## src/rtl/divider_mse_monitor_pkg.sv

```systemverilog
`default_nettype none
// ============================================================================
// divider_mon_pkg : shared state encoding, default widths and saturating add
// Revision: 1.0
// ============================================================================
package divider_mon_pkg;

    typedef enum logic [1:0] {
        ST_IDLE = 2'd0,
        ST_DIV  = 2'd1,
        ST_ACC  = 2'd2,
        ST_SKIP = 2'd3
    } state_t;

    localparam int NW_D    = 16;
    localparam int DW_D    = 8;
    localparam int ACC_W_D = 40;
    localparam int CNT_W_D = 24;

    // All-ones value of a w-bit unsigned quantity, w up to 64.
    function automatic logic [63:0] sat_mask(input int unsigned w);
        return (w >= 64) ? '1 : ((64'd1 << w) - 64'd1);
    endfunction

    function automatic logic [63:0] sat_add(input logic [63:0] a, input logic [63:0] b,
                                            input int unsigned w);
        logic [64:0] s;
        s = {1'b0, a} + {1'b0, b};
        return (s > {1'b0, sat_mask(w)}) ? sat_mask(w) : s[63:0];
    endfunction

    function automatic logic sat_ovf(input logic [63:0] a, input logic [63:0] b,
                                     input int unsigned w);
        logic [64:0] s;
        s = {1'b0, a} + {1'b0, b};
        return s > {1'b0, sat_mask(w)};
    endfunction

endpackage
`default_nettype wire

```

## src/rtl/divider_mse_monitor_if.sv

```systemverilog
`default_nettype none
// ============================================================================
// divider_mse_monitor_if : sample/statistics bundle of the divider error monitor
// Optional feature macro: DIVIAC_REM_ERR_EN adds sum_sq_rerr.
// Revision: 1.0
// ============================================================================
interface divider_mse_monitor_if
    import divider_mon_pkg::*;
#(
    parameter int NW    = NW_D,
    parameter int DW    = DW_D,
    parameter int ACC_W = ACC_W_D,
    parameter int CNT_W = CNT_W_D
);
    logic             clear;
    logic             in_valid;
    logic             in_ready;
    logic [NW-1:0]    n;
    logic [DW-1:0]    d;
    logic [DW-1:0]    q_apx;
    logic [DW-1:0]    r_apx;
    logic             out_valid;
    logic [DW-1:0]    q_exact;
    logic [ACC_W-1:0] sum_sq_err;
    logic [CNT_W-1:0] sample_count;
    logic [CNT_W-1:0] skip_count;
    logic [DW-1:0]    max_abs_err;
    logic             sat;
`ifdef DIVIAC_REM_ERR_EN
    logic [ACC_W-1:0] sum_sq_rerr;
`endif

    modport slave (
        input  clear, in_valid, n, d, q_apx, r_apx,
        output in_ready, out_valid, q_exact, sum_sq_err, sample_count, skip_count,
               max_abs_err, sat
`ifdef DIVIAC_REM_ERR_EN
        , output sum_sq_rerr
`endif
    );

    modport master (
        output clear, in_valid, n, d, q_apx, r_apx,
        input  in_ready, out_valid, q_exact, sum_sq_err, sample_count, skip_count,
               max_abs_err, sat
`ifdef DIVIAC_REM_ERR_EN
        , input sum_sq_rerr
`endif
    );
endinterface
`default_nettype wire

```

## src/rtl/divider_mse_monitor_div.sv

```systemverilog
`default_nettype none
// ============================================================================
// restoring_div_seq : one-step-per-cycle restoring divider, MSB first
// Revision: 1.0
// ============================================================================
module restoring_div_seq
    import divider_mon_pkg::*;
#(
    parameter int NW = NW_D,
    parameter int DW = DW_D
) (
    input  logic          clk,
    input  logic          rst,
    input  logic          abort,
    input  logic          start,
    input  logic [NW-1:0] n,
    input  logic [DW-1:0] d,
    output logic          done,
    output logic [DW-1:0] q_exact,
    output logic [DW-1:0] r_exact
);
    localparam int c_ITER_W = $clog2(DW + 1);

    logic [DW:0]         r_prem;
    logic [DW-1:0]       r_lo;
    logic [DW-1:0]       r_d;
    logic [DW-1:0]       r_q;
    logic [c_ITER_W-1:0] r_iter;
    logic                r_busy;

    logic [DW+1:0]       w_shift;
    logic [DW+1:0]       w_diff;
    logic                w_ge;

    // Start guarantees n[NW-1:DW] < d, so every partial remainder fits in DW bits.
    assign w_shift = {r_prem, r_lo[DW-1]};
    assign w_ge    = w_shift >= {2'b00, r_d};
    assign w_diff  = w_shift - {2'b00, r_d};

    assign done    = r_busy && (r_iter == '0);
    assign q_exact = r_q;
    assign r_exact = r_prem[DW-1:0];

    always_ff @(posedge clk) begin
        if (rst || abort) begin
            r_prem <= '0;
            r_lo   <= '0;
            r_d    <= '0;
            r_q    <= '0;
            r_iter <= '0;
            r_busy <= 1'b0;
        end else if (start) begin
            r_prem <= {1'b0, n[NW-1:DW]};
            r_lo   <= n[DW-1:0];
            r_d    <= d;
            r_q    <= '0;
            r_iter <= c_ITER_W'(DW - 1);
            r_busy <= 1'b1;
        end else if (r_busy) begin
            r_prem <= w_ge ? (DW+1)'(w_diff) : (DW+1)'(w_shift);
            r_q    <= {r_q[DW-2:0], w_ge};
            r_lo   <= {r_lo[DW-2:0], 1'b0};
            r_iter <= r_iter - c_ITER_W'(1);
            if (r_iter == '0) begin
                r_busy <= 1'b0;
            end
        end
    end
endmodule
`default_nettype wire

```

## src/rtl/divider_mse_monitor.sv

```systemverilog
`default_nettype none
// ============================================================================
// divider_mse_monitor : exact-vs-approximate quotient error statistics
// Optional feature macro: DIVIAC_REM_ERR_EN accumulates squared remainder error.
// Revision: 1.0
// ============================================================================
module divider_mse_monitor
    import divider_mon_pkg::*;
#(
    parameter int NW    = NW_D,
    parameter int DW    = DW_D,
    parameter int ACC_W = ACC_W_D,
    parameter int CNT_W = CNT_W_D
) (
    input  logic                 clk,
    input  logic                 rst,
    divider_mse_monitor_if.slave bus
);
    state_t           r_state;
    state_t           w_state_nxt;
    logic [DW-1:0]    r_q_apx;
    logic [DW-1:0]    r_q_exact;
    logic [DW-1:0]    r_max_abs_err;
    logic [ACC_W-1:0] r_sum_sq_err;
    logic [CNT_W-1:0] r_sample_count;
    logic [CNT_W-1:0] r_skip_count;
    logic             r_out_valid;
    logic             r_sat;

    logic             w_accept;
    logic             w_out_of_range;
    logic             w_div_done;
    logic [DW-1:0]    w_div_q;
    logic [DW:0]      w_err;
    logic [DW-1:0]    w_abs_err;
    logic [2*DW-1:0]  w_sq_err;
    logic             w_any_ovf;

    assign bus.in_ready = (r_state == ST_IDLE) && !bus.clear && !rst;
    assign w_accept       = bus.in_valid && bus.in_ready;
    assign w_out_of_range = (bus.d == '0) || (bus.n[NW-1:DW] >= bus.d);

`ifdef DIVIAC_REM_ERR_EN
    logic [DW-1:0]    w_div_r;
    logic [DW-1:0]    r_r_apx;
    logic [ACC_W-1:0] r_sum_sq_rerr;
    logic [DW:0]      w_rerr;
    logic [DW-1:0]    w_abs_rerr;
    logic [2*DW-1:0]  w_sq_rerr;

    assign w_rerr     = {1'b0, w_div_r} - {1'b0, r_r_apx};
    assign w_abs_rerr = DW'(w_rerr[DW] ? -w_rerr : w_rerr);
    assign w_sq_rerr  = {{DW{1'b0}}, w_abs_rerr} * {{DW{1'b0}}, w_abs_rerr};
    assign bus.sum_sq_rerr = r_sum_sq_rerr;
`endif

    restoring_div_seq #(
        .NW (NW),
        .DW (DW)
    ) u_div (
        .clk     (clk),
        .rst     (rst),
        .abort   (bus.clear),
        .start   (w_accept && !w_out_of_range),
        .n       (bus.n),
        .d       (bus.d),
        .done    (w_div_done),
        .q_exact (w_div_q),
`ifdef DIVIAC_REM_ERR_EN
        .r_exact (w_div_r)
`else
        .r_exact ()
`endif
    );

    assign w_err     = {1'b0, w_div_q} - {1'b0, r_q_apx};
    assign w_abs_err = DW'(w_err[DW] ? -w_err : w_err);
    assign w_sq_err  = {{DW{1'b0}}, w_abs_err} * {{DW{1'b0}}, w_abs_err};

    assign w_any_ovf = sat_ovf(64'(r_sum_sq_err), 64'(w_sq_err), ACC_W)
                     | sat_ovf(64'(r_sample_count), 64'd1, CNT_W)
`ifdef DIVIAC_REM_ERR_EN
                     | sat_ovf(64'(r_sum_sq_rerr), 64'(w_sq_rerr), ACC_W)
`endif
                     ;

    always_ff @(posedge clk) begin
        if (rst || bus.clear) begin
            r_state <= ST_IDLE;
        end else begin
            r_state <= w_state_nxt;
        end
    end

    always_comb begin
        w_state_nxt = r_state;
        case (r_state)
            ST_IDLE: if (w_accept) w_state_nxt = w_out_of_range ? ST_SKIP : ST_DIV;
            ST_DIV:  if (w_div_done) w_state_nxt = ST_ACC;
            ST_ACC:  w_state_nxt = ST_IDLE;
            ST_SKIP: w_state_nxt = ST_IDLE;
            default: w_state_nxt = ST_IDLE;
        endcase
    end

    always_ff @(posedge clk) begin
        if (rst) begin
            r_q_apx <= '0;
        end else if (w_accept) begin
            r_q_apx <= bus.q_apx;
        end
    end

`ifdef DIVIAC_REM_ERR_EN
    always_ff @(posedge clk) begin
        if (rst) begin
            r_r_apx <= '0;
        end else if (w_accept) begin
            r_r_apx <= bus.r_apx;
        end
    end
`endif

    // q_exact survives clear; only rst zeroes it.
    always_ff @(posedge clk) begin
        if (rst) begin
            r_q_exact <= '0;
        end else if (!bus.clear && r_state == ST_ACC) begin
            r_q_exact <= w_div_q;
        end else if (!bus.clear && r_state == ST_SKIP) begin
            r_q_exact <= '0;
        end
    end

    always_ff @(posedge clk) begin
        if (rst || bus.clear) begin
            r_sum_sq_err   <= '0;
            r_sample_count <= '0;
            r_skip_count   <= '0;
            r_max_abs_err  <= '0;
            r_sat          <= 1'b0;
            r_out_valid    <= 1'b0;
`ifdef DIVIAC_REM_ERR_EN
            r_sum_sq_rerr  <= '0;
`endif
        end else begin
            r_out_valid <= 1'b0;
            case (r_state)
                ST_ACC: begin
                    r_sum_sq_err   <= ACC_W'(sat_add(64'(r_sum_sq_err), 64'(w_sq_err), ACC_W));
                    r_sample_count <= CNT_W'(sat_add(64'(r_sample_count), 64'd1, CNT_W));
                    if (w_abs_err > r_max_abs_err) begin
                        r_max_abs_err <= w_abs_err;
                    end
`ifdef DIVIAC_REM_ERR_EN
                    r_sum_sq_rerr  <= ACC_W'(sat_add(64'(r_sum_sq_rerr), 64'(w_sq_rerr), ACC_W));
`endif
                    r_sat       <= r_sat | w_any_ovf;
                    r_out_valid <= 1'b1;
                end
                ST_SKIP: begin
                    r_skip_count <= CNT_W'(sat_add(64'(r_skip_count), 64'd1, CNT_W));
                    r_sat        <= r_sat | sat_ovf(64'(r_skip_count), 64'd1, CNT_W);
                    r_out_valid  <= 1'b1;
                end
                default: ;
            endcase
        end
    end

    assign bus.out_valid    = r_out_valid;
    assign bus.q_exact      = r_q_exact;
    assign bus.sum_sq_err   = r_sum_sq_err;
    assign bus.sample_count = r_sample_count;
    assign bus.skip_count   = r_skip_count;
    assign bus.max_abs_err  = r_max_abs_err;
    assign bus.sat          = r_sat;
endmodule
`default_nettype wire

```

## src/flat_wrapper.sv

```systemverilog
// flat-port wrapper written by rule: the top's interface ports become plain ports
module divider_mse_monitor_flat import divider_mon_pkg::*;
#(
    parameter int NW    = NW_D,
    parameter int DW    = DW_D,
    parameter int ACC_W = ACC_W_D,
    parameter int CNT_W = CNT_W_D
)
  (clk, rst, bus_clear, bus_in_valid, bus_n, bus_d, bus_q_apx, bus_r_apx, bus_in_ready, bus_out_valid, bus_q_exact, bus_sum_sq_err, bus_sample_count, bus_skip_count, bus_max_abs_err, bus_sat);
  divider_mse_monitor_if #(.NW(NW), .DW(DW), .ACC_W(ACC_W), .CNT_W(CNT_W)) bus_i ();
  input  logic clk;
  input  logic rst;
  input wire logic [$bits(bus_i.clear)-1:0] bus_clear;
  input wire logic [$bits(bus_i.in_valid)-1:0] bus_in_valid;
  input wire logic [$bits(bus_i.n)-1:0] bus_n;
  input wire logic [$bits(bus_i.d)-1:0] bus_d;
  input wire logic [$bits(bus_i.q_apx)-1:0] bus_q_apx;
  input wire logic [$bits(bus_i.r_apx)-1:0] bus_r_apx;
  output wire logic [$bits(bus_i.in_ready)-1:0] bus_in_ready;
  output wire logic [$bits(bus_i.out_valid)-1:0] bus_out_valid;
  output wire logic [$bits(bus_i.q_exact)-1:0] bus_q_exact;
  output wire logic [$bits(bus_i.sum_sq_err)-1:0] bus_sum_sq_err;
  output wire logic [$bits(bus_i.sample_count)-1:0] bus_sample_count;
  output wire logic [$bits(bus_i.skip_count)-1:0] bus_skip_count;
  output wire logic [$bits(bus_i.max_abs_err)-1:0] bus_max_abs_err;
  output wire logic [$bits(bus_i.sat)-1:0] bus_sat;
  assign bus_i.clear = bus_clear;
  assign bus_i.in_valid = bus_in_valid;
  assign bus_i.n = bus_n;
  assign bus_i.d = bus_d;
  assign bus_i.q_apx = bus_q_apx;
  assign bus_i.r_apx = bus_r_apx;
  assign bus_in_ready = bus_i.in_ready;
  assign bus_out_valid = bus_i.out_valid;
  assign bus_q_exact = bus_i.q_exact;
  assign bus_sum_sq_err = bus_i.sum_sq_err;
  assign bus_sample_count = bus_i.sample_count;
  assign bus_skip_count = bus_i.skip_count;
  assign bus_max_abs_err = bus_i.max_abs_err;
  assign bus_sat = bus_i.sat;
  divider_mse_monitor #(.NW(NW), .DW(DW), .ACC_W(ACC_W), .CNT_W(CNT_W)) u_core (.clk(clk), .rst(rst), .bus(bus_i));
endmodule
```

## config.mk

```make
export PLATFORM = sky130hd
export DESIGN_NAME = divider_mse_monitor_flat
export DESIGN_NICKNAME = d
export VERILOG_FILES = /design/src/rtl/divider_mse_monitor_pkg.sv /design/src/rtl/divider_mse_monitor_if.sv /design/src/rtl/divider_mse_monitor_div.sv /design/src/rtl/divider_mse_monitor.sv /design/src/flat_wrapper.sv
export SDC_FILE = /design/constraint.sdc
export NUM_CORES = 1
export LEC_CHECK = 0
export CORE_MARGIN = 3
export CORE_UTILIZATION = 50
export CTS_BUF_LIST = sky130_fd_sc_hd__clkbuf_4
export DETAILED_ROUTE_END_ITERATION = 6
export DONT_BUFFER_PORTS = 1
export SETUP_SLACK_MARGIN = 0.2
export SLEW_MARGIN = 20
export SYNTH_ARGS = -nofsm -noshare
export SYNTH_HDL_FRONTEND = slang
export SYNTH_SLANG_ARGS = --single-unit
```

## constraint.sdc

```tcl
create_clock -name clk -period 11.83 [get_ports clk]
set_input_delay 0.5915 -clock clk [delete_from_list [all_inputs] [get_ports clk]]
set_output_delay 0.5915 -clock clk [all_outputs]
set_load 0.1 [all_outputs]
```

# Word level (Yosys, flattened, before mapping)
# Cells that the tools add are included.
# word_totals
out_inout_bits	107
word_cells	83
input_bits	44
register_bits	154
# classes
multipliers	1
n_reduce_logical	22
add_sub_neg	7
n_mux	22
magnitude_cmp	6
n_bitwise	3
eq_ne	5
# ops
operator	n
2-to-1 mux 8 bit	7
adder 24 x 1 -> 25 bit (second input constant)	2
greater-than comparator 25 x 24 -> 1 bit (second input constant)	2
2-to-1 mux 24 bit	2
adder 40 x 16 -> 41 bit	1
greater-than comparator 41 x 40 -> 1 bit (second input constant)	1
2-to-1 mux 40 bit	1
multiplier 8 x 8 -> 16 bit	1
>= comparator 10 x 8 -> 1 bit	1
2-to-1 mux 9 bit	1
subtractor 8 x 8 -> 9 bit	1
subtractor 9 x 8 -> 9 bit	1
>= comparator 8 bit	1
greater-than comparator 8 bit	1
zero test 8 bit	1
negator 8 bit	1
logical AND 1 bit	7
2-to-1 mux 2 bit	3
2-to-1 mux 3 bit	2
one-hot mux 2 bit (3 select lines)	1
nonzero test 2 bit	3
== test 2 bit (second input constant)	2
zero test 4 bit	1
2-to-1 mux 1 bit	4
11 further kinds	18

# Logic depth before layout (Yosys ltp)
# Gate-level depths: netlist of run 1.
# logic_depth
depth_word	9
ltp_mapped	31
ltp_nobuf	30

# Hierarchy
# From an unflattened synthesis of run 1, not the netlist that was laid out.
# hier_totals
cells_unflattened	1364
area_unflattened_um2	10990.5
# by_module_without_submodules
module	instances	seq_area_each_um2	cells_per_inst	area_each_um2
divider_mse_monitor	1	2322.2	1119	8903.5
restoring_div_seq	1	760.7	245	2087.0

# Worst setup path after synthesis of run 1
# Ideal clock, no wire load.
# synth_path
path_kind	register to register
startpoint	register u_core.u_div.r_q[0] (netlist: u_core.u_div.q_exact[0])
endpoint	register u_core.r_sum_sq_err[21] (netlist: u_core.bus.sum_sq_err[21])
setup_ps	93
n_path_buf	1
required_ps	11737
arrival_time_ps	7320
period_less_slack_ps	7413
slack_ps	4417
stages_incl_launch_ff	30
path_cell_list	dfxtp_1 > inv_1 > ha_1 > inv_1 > fa_1 > a211o_1 > a21o_1 > a211oi_1 > or2_2 > a31oi_1 > xor2_1 > xnor2_1 > nor2_1 > fa_1 > fa_1 > fa_1 > inv_1 > fa_1 > inv_1 > ha_1 > and3_1 > nand3_1 > or3_1 > a41oi_1 > a31oi_1 > or3_1 > clkbuf_1 > o21ai_0 > a21oi_1 > a311oi_1
# synth_between
elab_chain_len	7
# synth_lines
element	line_no	text
from (decl)	divider_mse_monitor_div.sv:27	logic [DW-1:0] r_q;
from (signal assigned)	divider_mse_monitor_div.sv:61	r_q <= {r_q[DW-2:0], w_ge};
subtractor 8 x 8 -> 9 bit (*)	divider_mse_monitor.sv:76	assign w_err = {1'b0, w_div_q} - {1'b0, r_q_apx};
negator 8 bit	divider_mse_monitor.sv:77	assign w_abs_err = DW'(w_err[DW] ? -w_err : w_err);
2-to-1 mux 8 bit (*)	divider_mse_monitor.sv:77	
multiplier 8 x 8 -> 16 bit (*)	divider_mse_monitor.sv:78	assign w_sq_err = {{DW{1'b0}}, w_abs_err} * {{DW{1'b0}}, w_abs_err};
adder 40 x 16 -> 41 bit (*)	divider_mse_monitor_pkg.sv:28	s = {1'b0, a} + {1'b0, b};
greater-than comparator 41 x 40 -> 1 bit	divider_mse_monitor_pkg.sv:29	return (s > {1'b0, sat_mask(w)}) ? sat_mask(w) : s[63:0];
2-to-1 mux 40 bit (*)	divider_mse_monitor_pkg.sv:29	
to (signal assigned)	divider_mse_monitor.sv:150	r_sum_sq_err <= ACC_W'(sat_add(64'(r_sum_sq_err), 64'(w_sq_err), ACC_W));
to (decl)	divider_mse_monitor.sv:24	logic [ACC_W-1:0] r_sum_sq_err;
# Every way passes the cells marked *; elsewhere a longest branch is shown, timed or not.
# A chain may end at the register's enable or synchronous reset.

# Final worst setup path of run 1
# layout_path
startpoint	register u_core.u_div.r_q[0] (netlist: u_core.u_div.q_exact[0])
endpoint	register u_core.r_sum_sq_err[26] (netlist: u_core.bus.sum_sq_err[26])
# Same word-level chain as after synthesis.

==> results of run 1 <==
[final cells by class]
cell class | instances | area, µm²
Fill cell | 2069 | 9620
Multi-Input combinational cell | 997 | 7140
Sequential cell | 154 | 3090
Inverter | 131 | 492
Tap cell | 275 | 344
Timing Repair Buffer | 41 | 330
Clock inverter | 14 | 136
Clock buffer | 18 | 135
Antenna cell | 1 | 2.50
[state kept, by name, summed over array words and instances, names as in the netlist, 2 cells and up]
name	cells
u_core.u_div.r_d	8
u_core.u_div.r_iter	4
u_core.r_q_apx	8
u_core.bus.q_exact	8
u_core.bus.sample_count	24
u_core.u_div.q_exact	8
u_core.bus.max_abs_err	8
u_core.r_state	2
u_core.u_div.r_lo	8
u_core.u_div.r_prem	9
u_core.bus.skip_count	24
u_core.bus.sum_sq_err	40
[power by group]
group | switching [mW] | total, mW | leakage, nW | internal (mW)
Sequential | 0.0179 | 0.542 | 1.24 | 0.524
Clock | 0.216 | 0.327 | 0.146 | 0.111
Combinational | 0.230 | 0.379 | 3.22 | 0.149
[worst max-delay path by stage]
stage,from,endpoint,slack [ns],cells after the start
5_1_grt,u_core.u_div.q_exact[0]$_SDFFE_PP0P_,u_core.bus.sum_sq_err[24]$_SDFFE_PP0P_,2.55,27
3_3_place_gp,u_core.u_div.q_exact[0]$_SDFFE_PP0P_,u_core.bus.sum_sq_err[26]$_SDFFE_PP0P_,3.27,27
3_5_place_dp,u_core.u_div.q_exact[0]$_SDFFE_PP0P_,u_core.bus.sum_sq_err[24]$_SDFFE_PP0P_,3.12,27
6_report,u_core.u_div.q_exact[0]$_SDFFE_PP0P_,u_core.bus.sum_sq_err[26]$_SDFFE_PP0P_,3.23,28
4_1_cts,u_core.u_div.q_exact[0]$_SDFFE_PP0P_,u_core.bus.sum_sq_err[24]$_SDFFE_PP0P_,3.10,27
2_1_floorplan,u_core.u_div.q_exact[0]$_SDFFE_PP0P_,u_core.bus.sum_sq_err[21]$_SDFFE_PP0P_,4.42,29
[synth_stat cells, types with 33 or more instances]
library cell | instances | area share [%]
sky130_fd_sc_hd__a211oi_1 | 33 | 2.3
sky130_fd_sc_hd__a21oi_1 | 90 | 4.1
sky130_fd_sc_hd__fa_1 | 39 | 7.1
sky130_fd_sc_hd__nor2_1 | 129 | 4.4
sky130_fd_sc_hd__o21ai_0 | 89 | 4.1
sky130_fd_sc_hd__dfxtp_1 | 154 | 28
sky130_fd_sc_hd__a31oi_1 | 34 | 1.9
sky130_fd_sc_hd__ha_1 | 78 | 8.9
sky130_fd_sc_hd__nand2_1 | 91 | 3.1
sky130_fd_sc_hd__inv_1 | 131 | 4.5
sky130_fd_sc_hd__clkbuf_1 | 53 | 1.8
sky130_fd_sc_hd__nor3_1 | 49 | 2.2
[kinds of logic (layout without fill, tap and decap cells)]
family	Yosys count	in the layout	share of synthesized area [%]
simple gates	454	454	21.5
compound gates	350	350	20.7
buf+inv	198	204	7.03
flops	154	154	28.1
fa+ha+maj	117	117	16.0
xor+xnor	42	42	3.48
mux	34	34	3.17
other cells	0	1	0
[metal layers]
layer / vias to the layer above / wire [µm] / global-route usage (%)
met5: - / 0 / 0
met4: 0 / 311 / 4.50
met3: 22 / 1690 / 6.08
met2: 215 / 13100 / 38.6
met1: 4548 / 13200 / 32.5
li1: 4795 / - / -
[critical path: cells and delay by family, from the launching register on]
family / cells / cell delay (ns)
AOI/OAI and AO/OA: 5 / 1.48
muxes: 1 / 0.29
adders and majority gates: 8 / 2.92
buffers and inverters: 5 / 0.35
DFF: 1 / 0.38
xor gates and xnor gates: 2 / 1.00
and+or+nand+nor: 7 / 2.06
[through the flow]
| stage | util, % | hold slack (ns) |
|---|---|---|
| 2_1_floorplan | - | 0.436 |
| 4_1_cts | 54.7 | 0.0129 |
| 3_3_place_gp | 53.4 | 0.439 |
| 3_5_place_dp | 53.4 | 0.447 |
| 5_1_grt | 54.8 | 0.00594 |
| 6_report | 54.8 | 0.0678 |
[what timing repair did]
| item | in CTS | in global routing |
|---|---|---|
| hold endpoints to repair | 0 | 9 |
| buffers inserted | 0 | 0 |
| hold buffers | 0 | 2 |
==> parameters.txt, run 1 <==
Parameter                              Value

Setup path
  Reg2Reg Setup Slack    approximately 3.2 ns
  Worst Reg2Reg Path Length in Cells    28
  Worst-path fanout max    23
  Type of the worst setup path    reg2reg
  Crit path top cell by count    sky130_fd_sc_hd__inv_1
  Worst path max stage delay    approximately 0.81 ns
  Arrival time worst endpoint    between 9 and 10 ns
  Worst Path Required    ~12 ns
  Launch instance of the worst register-to-register path    u_core.u_div.q_exact[0]$_SDFFE_PP0P_
  Category of the worst setup path launch point    flop
  Worst reg2reg path endpoint    u_core.bus.sum_sq_err[26]$_SDFFE_PP0P_
  Sort of element at the end of the critical path    flop
  CP max-delay cell    sky130_fd_sc_hd__or3_1

STA
  Portion of the clock cycle consumed by the worst path in the final layout    72.7%
  Largest clock skew in the final design    between 0.03 and 0.04 ns
  Final-report setup violation count    0
  Unrepaired setup endpoints after global routing    no
  Slew headroom    approximately 22%
  Least-Margin Pin Slew    1.18 ns
  Final setup TNS    0 ns
  Number of pins with negative max-slew slack in the final report    0
  Post-layout minimum cycle time    about 8.6 ns
  Count of final hold-check violations    0
  Final critical-path setup slack    between 3 and 4 ns
  Highest clock rate    roughly 0.12 GHz

Clocking
  TritonCTS Buffers    17
  Deepest clock path buffer count    2
  Number of sinks on the clock net    about 150
  Clock network latency to the later pin of the worst-skew pair    approximately 0.57 ns
  CTS-repair resized insts    0
  Clock-pin slew of the registers on the worst-case setup and hold paths    between 0.15 and 0.2 ns
  Library cell used as clock root buffer    sky130_fd_sc_hd__clkbuf_4
  Number of H-tree branching levels    4
  CTS tree    built

Cells and area
  Non-filler instance count after layout    ~1600
  Layout cell share with drive strength beyond 1    8.41%
  Area Overhead vs Synth    6.44%
  Nets    1503
  Post-route design area    roughly 0.012 mm²
  Most common cell after layout, fill and taps aside    sky130_fd_sc_hd__dfxtp_1
  Leading cell types in the layout, fill and taps excluded    150 x sky130_fd_sc_hd__dfxtp_1, 131 x sky130_fd_sc_hd__inv_1, 128 x sky130_fd_sc_hd__nor2_1, 91 x sky130_fd_sc_hd__nand2_1, 90 x sky130_fd_sc_hd__a21oi_1

Placed design
  Half-perimeter wire length of the detailed placement result    about 21 mm
  Placed standard-cell area    about 0.011 mm²
  I/O Buffers    0
  Placement Setup Slack    about 3.1 ns
  Placed instance count    1596
  Routability Congestion    0.908

Die
  Core outline area    roughly 0.021 mm²
  Row count    53
  Number of top-level pins    151
  Die height    around 150 µm
  Starting Density    between 50% and 60%
  Width of the chip    154 µm
  Total die area    approximately 0.024 mm²

Status
  Run status    finished, final reports clean

Logic synthesis
  Warnings, synthesis    0
  Gate Count Post-Synth    between 1000 and 1500
  Fraction of synthesis flops using an asynchronous set or reset pin    0%
  Net count of the mapped netlist    approximately 1500
  Synthesis-stage register bit count    ~150
  Sequential share of the synthesized area    between 20% and 30%
  Mapped Area    around 0.011 mm²
  Ys flop type    sky130_fd_sc_hd__dfxtp_1
  Count of unique library cells instantiated by Yosys    around 80
  Avg Inst Size Synth    ~8.1 µm²
  Post-synth EDFFs    0

Global routing
  Wire length of the first global-routing pass    47.0 mm
  Vias in the first global route    9016
  Largest net degree at the start of global routing    63
  Total gr overflow    0
  Global-route total usage across every layer    about a quarter
  Antenna violations before repair    1

Min path
  Cell depth of the worst hold path    1
  WHS Endpoint    u_core.bus.q_exact[4]$_SDFFE_PP0P_
  Launch instance of the worst min-delay path    rst
  Class of the tightest hold or removal check    in2reg

Detailed routing
  Post-route DRC    0
  Routed length per instance    17.4 µm
  Routed WL    28.3 mm
  Router iterations before antenna repair    5
  Via count    around 9600
  Avg Vias per Cell    roughly 5.9
  ANT nets after route    0
  Violation count after the first detailed-routing iteration    561

Pwr
  Peak supply drop    a little under 70 µV
  Leakage component of the power    around 4.6 nW
  Total power density per cell area    roughly 110 mW/mm²
  Post-route total power    approximately 1.2 mW

Flow run
  Max_cap viols    0
No activity file was read; power rests on OpenSTA's default activity.
==> run 2, diff against run 1 <==
Clock period 11.83 ns to 8.93 ns, I/O delays scaled along.
==> parameters.txt, run 2 (synthesis gave the netlist of run 1 again) <==
Parameter                              Value

Status
  Run status    finished, final reports clean (unchanged)

STA
  Final-report setup violation count    0 (unchanged)
  Slew headroom    22.0% (was 21.6%)
  Final setup TNS    0 ns (unchanged)
  Portion of the clock cycle consumed by the worst path in the final layout    90.7% (was 72.7%)
  Post-layout minimum cycle time    8.10 ns (was 8.60 ns)
  Unrepaired setup endpoints after global routing    no (unchanged)
  Number of pins with negative max-slew slack in the final report    0 (unchanged)
  Least-Margin Pin Slew    1.17 ns (was 1.18 ns)
  Largest clock skew in the final design    0.0399 ns (was 0.0308 ns)
  Highest clock rate    0.124 GHz (was 0.116 GHz)
  Count of final hold-check violations    0 (unchanged)

Detailed routing
  Via count    9700 (was 9580)
  Routed length per instance    17.2 µm (was 17.4 µm)
  Avg Vias per Cell    5.80 (was 5.87)
  Post-route DRC    0 (unchanged)
  Routed WL    28.7 mm (was 28.3 mm)
  Router iterations before antenna repair    5 (unchanged)
  Violation count after the first detailed-routing iteration    508 (was 561)
  ANT nets after route    0 (unchanged)

Setup path
  Worst-path fanout max    12 (was 23)
  Arrival time worst endpoint    8.58 ns (was 9.06 ns)
  Category of the worst setup path launch point    flop (unchanged)
  Type of the worst setup path    reg2reg (unchanged)
  Worst Path Required    9.41 ns (was 12.30 ns)
  Sort of element at the end of the critical path    flop (unchanged)
  CP max-delay cell    sky130_fd_sc_hd__fa_1 (was sky130_fd_sc_hd__or3_1)
  Crit path top cell by count    sky130_fd_sc_hd__fa_1 (was sky130_fd_sc_hd__inv_1)
  Worst path max stage delay    0.57 ns (was 0.81 ns)

Placed design
  I/O Buffers    0 (unchanged)
  Half-perimeter wire length of the detailed placement result    20.8 mm (was 20.6 mm)
  Routability Congestion    0.908 (about the same)
  Placed instance count    1601 (was 1596)

Cells and area
  Nets    1544 (was 1503)
  Total of fill cells in the finished design    1967 (was 2069)
  Leading cell types in the layout, fill and taps excluded    149 x sky130_fd_sc_hd__dfxtp_1, 131 x sky130_fd_sc_hd__inv_1, 128 x sky130_fd_sc_hd__nor2_1, 91 x sky130_fd_sc_hd__nand2_1, 90 x sky130_fd_sc_hd__a21oi_1 (was 150 x sky130_fd_sc_hd__dfxtp_1, 131 x sky130_fd_sc_hd__inv_1, 128 x sky130_fd_sc_hd__nor2_1, 91 x sky130_fd_sc_hd__nand2_1, 90 x sky130_fd_sc_hd__a21oi_1)
  Multi-input logic area    0.00716 mm² (was 0.00714 mm²)
  Largest register FFs    40 (unchanged)
  Area Overhead vs Synth    10.4% (was 6.44%)
  Most common cell after layout, fill and taps aside    sky130_fd_sc_hd__dfxtp_1 (unchanged)
  Non-filler instance count after layout    1673 (was 1631)
  Layout cell share with drive strength beyond 1    8.81% (was 8.41%)
  Register area    0.00309 mm² (about the same)

Clocking
  Number of H-tree branching levels    4 (unchanged)
  Clock network latency to the later pin of the worst-skew pair    0.57 ns (about the same)
  TritonCTS Buffers    17 (unchanged)
  Deepest clock path buffer count    2 (unchanged)
  CTS tree    built (unchanged)
  Post-CTS setup buffers    0 (unchanged)
  Number of sinks on the clock net    154 (unchanged)
  Clock-pin slew of the registers on the worst-case setup and hold paths    0.15 ns (was 0.16 ns)
  Library cell used as clock root buffer    sky130_fd_sc_hd__clkbuf_4 (unchanged)

Global routing
  Antenna violations before repair    1 (unchanged)
  Vias in the first global route    9291 (was 9016)
  Total gr overflow    0 (unchanged)
  Wire length of the first global-routing pass    48.3 mm (was 47.0 mm)
  Largest net degree at the start of global routing    63 (unchanged)
  Global-route total usage across every layer    24.4% (was 23.8%)

Die
  Starting Density    51.5% (unchanged)
  Core outline area    0.0213 mm² (unchanged)
  Width of the chip    154 µm (unchanged)
  Row count    53 (unchanged)
  Total die area    0.0237 mm² (unchanged)
  Number of top-level pins    151 (unchanged)
  Die height    154 µm (unchanged)

Pwr
  Total power density per cell area    140 mW/mm² (was 107 mW/mm²)
  Leakage component of the power    4.78 nW (was 4.61 nW)
  Peak supply drop    93.0 µV (was 67.6 µV)

Flow run
  Max_cap viols    0 (unchanged)

Min path
  Class of the tightest hold or removal check    in2reg (unchanged)
run 2: cell types whose count changed in the layout (fill, tap and decap cells not counted), sizes merged:
cell	change
clkinvlp	+1
clkinv	-4
buf	+5
inv	+3
dlygate4sd3	+36
diode	+1
run 2: path summary, 6_finish.rpt:
check,depth (start not counted),startpoint,slack [ns],endpoint
worst max-delay path,30,u_core.u_div.q_exact[0]$_SDFFE_PP0P_,0.83,u_core.bus.sum_sq_err[25]$_SDFFE_PP0P_
worst min-delay path,2,bus_n[8],0.12,u_core.u_div.r_prem[0]$_SDFFE_PP0P_
worst max register to register,30,u_core.u_div.q_exact[0]$_SDFFE_PP0P_,0.83,u_core.bus.sum_sq_err[25]$_SDFFE_PP0P_
worst min register to register,2,u_core.r_q_apx[4]$_SDFFE_PP0P_,0.47,u_core.r_q_apx[4]$_SDFFE_PP0P_
run 2: final cells by class:
type	instances	area share, %
Clock buffer	18	1.12
Clock inverter	14	1.28
Tap cell	275	2.84
Antenna cell	2	0.0413
Inverter	131	4.06
Multi-Input combinational cell	997	59.1
Sequential cell	154	25.5
Timing Repair Buffer	82	6.01
run 2: report_power, final:
group          internal (mW)  total (mW)  switching (mW)
combinational          0.213       0.524           0.311
sequential             0.694       0.719          0.0242
clock                  0.154       0.452           0.298
total                   1.06        1.69           0.633
run 2: metrics by stage:
step / cell area (µm²) / worst slack, ns / total power [mW] / hold slack, ns / utilization [%]
5_1_grt: 12100 / 0.316 / 1.82 / 0.0403 / 56.9
3_5_place_dp: 11400 / 0.765 / 1.24 / 0.443 / 53.6
3_3_place_gp: 11400 / 0.890 / 1.24 / 0.439 / 53.6
2_1_floorplan: 11000 / 1.52 / 1.13 / 0.436 / -
6_report: 12100 / 0.834 / 1.69 / 0.118 / 56.9
4_1_cts: 12100 / 0.703 / 1.71 / 0.000704 / 56.7
run 2: what timing repair did:
action / CTS / global route
endpoints found under the setup margin: 0 / 6
hold buffers: 37 / 1
hold endpoints to repair: 38 / 2
resized for setup: 0 / 2
run 2: per-layer routing:
| layer | part of all wire (%) | track usage, % | wire length, µm |
|---|---|---|---|
| met5 | 0 | 0 | 0 |
| met4 | 1.4 | 5.72 | 398 |
| met3 | 6.0 | 5.66 | 1720 |
| met2 | 46 | 39.2 | 13300 |
| met1 | 46 | 33.4 | 13300 |
run 2: worst max-delay path: cells and delay by family, from the launching register on:
family	cells	cell delay (ns)
compound gates	7	1.50
xor+xnor	2	0.48
fa+ha+maj	7	3.06
buf+inv	6	0.69
flops	1	0.36
simple gates	8	1.89
==> run 3, diff against run 2 <==
Settings changed: CORE_ASPECT_RATIO from default to 1.2, CORE_UTILIZATION 50 to 65, PLACE_DENSITY from default to 0.81.
==> parameters.txt, run 3 (synthesis gave the netlist of run 1 again) <==
Parameter                              Value

Detailed routing
  ANT nets after route    0 (unchanged)
  Routed WL    27.5 mm (was 28.7 mm)
  Routed length per instance    17.2 µm (about the same)
  Via count    9987 (was 9700)
  Avg Vias per Cell    6.25 (was 5.80)
  Router iterations before antenna repair    5 (unchanged)
  Violation count after the first detailed-routing iteration    799 (was 508)
  Post-route DRC    0 (unchanged)

Pwr
  Total power density per cell area    145 mW/mm² (was 140 mW/mm²)
  Leakage component of the power    4.75 nW (was 4.78 nW)
  Peak supply drop    131 µV (was 93.0 µV)
  Post-route total power    1.73 mW (was 1.69 mW)

Clocking
  TritonCTS Buffers    17 (unchanged)
  Clock network latency to the later pin of the worst-skew pair    0.57 ns (about the same)
  Deepest clock path buffer count    2 (unchanged)
  Number of sinks on the clock net    154 (unchanged)
  Library cell used as clock root buffer    sky130_fd_sc_hd__clkbuf_4 (unchanged)
  Clock-pin slew of the registers on the worst-case setup and hold paths    0.14 ns (was 0.15 ns)
  Number of H-tree branching levels    4 (unchanged)
  CTS tree    built (unchanged)

Die
  Starting Density    66.8% (was 51.5%)
  Core outline area    0.0164 mm² (was 0.0213 mm²)
  Number of top-level pins    151 (unchanged)
  Total die area    0.0185 mm² (was 0.0237 mm²)
  Width of the chip    125 µm (was 154 µm)
  Die height    148 µm (was 154 µm)
  Row count    51 (was 53)

Placed design
  Routability Congestion    0.933 (was 0.908)
  Half-perimeter wire length of the detailed placement result    19.1 mm (was 20.8 mm)
  I/O Buffers    0 (unchanged)

Setup path
  Sort of element at the end of the critical path    flop (unchanged)
  Worst Path Required    9.40 ns (was 9.41 ns)
  Worst Reg2Reg Path Length in Cells    27 (was 30)
  Category of the worst setup path launch point    flop (unchanged)
  Worst-path fanout max    23 (was 12)
  Type of the worst setup path    reg2reg (unchanged)
  Arrival time worst endpoint    8.64 ns (was 8.58 ns)

Flow run
  Max_cap viols    0 (unchanged)

Cells and area
  Nets    1533 (was 1544)
  Multi-input logic area    0.00715 mm² (was 0.00716 mm²)
  Leading cell types in the layout, fill and taps excluded    152 x sky130_fd_sc_hd__dfxtp_1, 131 x sky130_fd_sc_hd__inv_1, 128 x sky130_fd_sc_hd__nor2_1, 91 x sky130_fd_sc_hd__nand2_1, 90 x sky130_fd_sc_hd__a21oi_1 (was 149 x sky130_fd_sc_hd__dfxtp_1, 131 x sky130_fd_sc_hd__inv_1, 128 x sky130_fd_sc_hd__nor2_1, 91 x sky130_fd_sc_hd__nand2_1, 90 x sky130_fd_sc_hd__a21oi_1)
  Total of fill cells in the finished design    1221 (was 1967)
  Register area    0.00309 mm² (about the same)
  Layout cell share with drive strength beyond 1    8.45% (was 8.81%)
  Most common cell after layout, fill and taps aside    sky130_fd_sc_hd__dfxtp_1 (unchanged)
  Area Overhead vs Synth    8.88% (was 10.4%)
  Largest register FFs    40 (unchanged)

Global routing
  Largest net degree at the start of global routing    85 (was 63)
  Vias in the first global route    9538 (was 9291)
  Total gr overflow    0 (unchanged)
  Antenna violations before repair    1 (unchanged)
  Wire length of the first global-routing pass    45.8 mm (was 48.3 mm)
  Global-route total usage across every layer    29.3% (was 24.4%)

STA
  Fin Hold WS    0.0386 ns (was 0.118 ns)
  Count of final hold-check violations    0 (unchanged)
  Largest clock skew in the final design    0.0226 ns (was 0.0399 ns)
  Final-report setup violation count    0 (unchanged)
  Slew headroom    20.7% (was 22.0%)
  Final setup TNS    0 ns (unchanged)
  Highest clock rate    0.122 GHz (was 0.124 GHz)
  Least-Margin Pin Slew    1.19 ns (was 1.17 ns)
  Number of pins with negative max-slew slack in the final report    0 (unchanged)
  Post-layout minimum cycle time    8.17 ns (was 8.10 ns)
  Unrepaired setup endpoints after global routing    no (unchanged)
  Portion of the clock cycle consumed by the worst path in the final layout    91.5% (was 90.7%)

Min path
  Class of the tightest hold or removal check    in2reg (unchanged)
  Cell depth of the worst hold path    2 (unchanged)

Status
  Run status    finished, final reports clean (unchanged)
==> run 3: where the power goes <==
group | internal (mW) | switching, mW | leakage (nW)
Combinational | 0.216 | 0.316 | 3.34
Clock | 0.200 | 0.277 | 0.166
Sequential | 0.694 | 0.0240 | 1.24
Total | 1.11 | 0.617 | 4.75
==> run 3: metal layers <==
metal	vias to the layer above	routed length (µm)	share of wire, %	global-route usage (%)
li1	4836	-	-	-
met1	4788	11400	41	36.1
met2	302	13500	49	51.2
met3	61	1880	6.8	6.61
met4	0	684	2.5	9.48
met5	-	0	0	0
==> run 3: final cells by class <==
| class | count | share of cell area (%) |
|---|---|---|
| well taps | 212 | 2.22 |
| clock buffers | 17 | 1.07 |
| repair buffers | 71 | 5.22 |
| clock inverters | 15 | 1.55 |
| multi-input cells | 997 | 59.9 |
| inverters | 131 | 4.12 |
| diodes | 2 | 0.0419 |
| flip-flops and latches | 154 | 25.8 |
==> run 3: per-stage QoR <==
step / utilization [%] / area (µm²) / cells / worst slack (ns)
6_report: 72.8 / 11900 / 1599 / 0.756
3_5_place_dp: 68.9 / 11300 / 1534 / 0.352
4_1_cts: 72.6 / 11900 / 1595 / 0.294
2_1_floorplan: - / 11000 / 1349 / 1.52
5_1_grt: 72.8 / 11900 / 1599 / 0.231
3_3_place_gp: 68.9 / 11300 / 1534 / 0.566
==> run 3: worst max-delay path, cell delays in order, from the launching register on <==
cell,delay [ns]
sky130_fd_sc_hd__dfxtp_1,0.36
sky130_fd_sc_hd__inv_1,0.10
sky130_fd_sc_hd__ha_1,0.18
sky130_fd_sc_hd__inv_1,0.06
sky130_fd_sc_hd__fa_1,0.40
sky130_fd_sc_hd__a211o_1,0.31
sky130_fd_sc_hd__a21o_1,0.17
sky130_fd_sc_hd__a211oi_1,0.43
sky130_fd_sc_hd__or2_2,0.20
sky130_fd_sc_hd__a31oi_1,0.09
sky130_fd_sc_hd__xor2_1,0.21
sky130_fd_sc_hd__xnor2_2,0.31
sky130_fd_sc_hd__nor2_1,0.14
sky130_fd_sc_hd__fa_1,0.64
sky130_fd_sc_hd__fa_1,0.46
sky130_fd_sc_hd__fa_1,0.54
sky130_fd_sc_hd__inv_1,0.05
sky130_fd_sc_hd__fa_1,0.53
sky130_fd_sc_hd__inv_1,0.05
sky130_fd_sc_hd__ha_1,0.34
sky130_fd_sc_hd__and3_1,0.19
sky130_fd_sc_hd__nand3_1,0.07
sky130_fd_sc_hd__or3_1,0.33
sky130_fd_sc_hd__a41oi_1,0.34
sky130_fd_sc_hd__a31oi_1,0.25
sky130_fd_sc_hd__or3_2,0.77
sky130_fd_sc_hd__and2_1,0.29
sky130_fd_sc_hd__a311oi_1,0.28
==> run 3: worst paths after layout <==
kind | startpoint | end | slack, ns
max | u_core.u_div.q_exact[0]$_SDFFE_PP0P_ | u_core.bus.sum_sq_err[24]$_SDFFE_PP0P_ | 0.76
max reg2reg | u_core.u_div.q_exact[0]$_SDFFE_PP0P_ | u_core.bus.sum_sq_err[24]$_SDFFE_PP0P_ | 0.76
min | bus_n[3] | u_core.u_div.r_lo[3]$_SDFFE_PP0P_ | 0.04
min reg2reg | u_core.r_q_apx[5]$_SDFFE_PP0P_ | u_core.r_q_apx[5]$_SDFFE_PP0P_ | 0.47
==> run 3: repair_timing <==
action / 4_1_cts / 5_1_grt
endpoints found under the setup margin: 0 / 38
hold buffers: 29 / 0
gates resized for setup: 0 / 2
endpoints found under the hold margin: 31 / 0
buffers inserted: 0 / 2
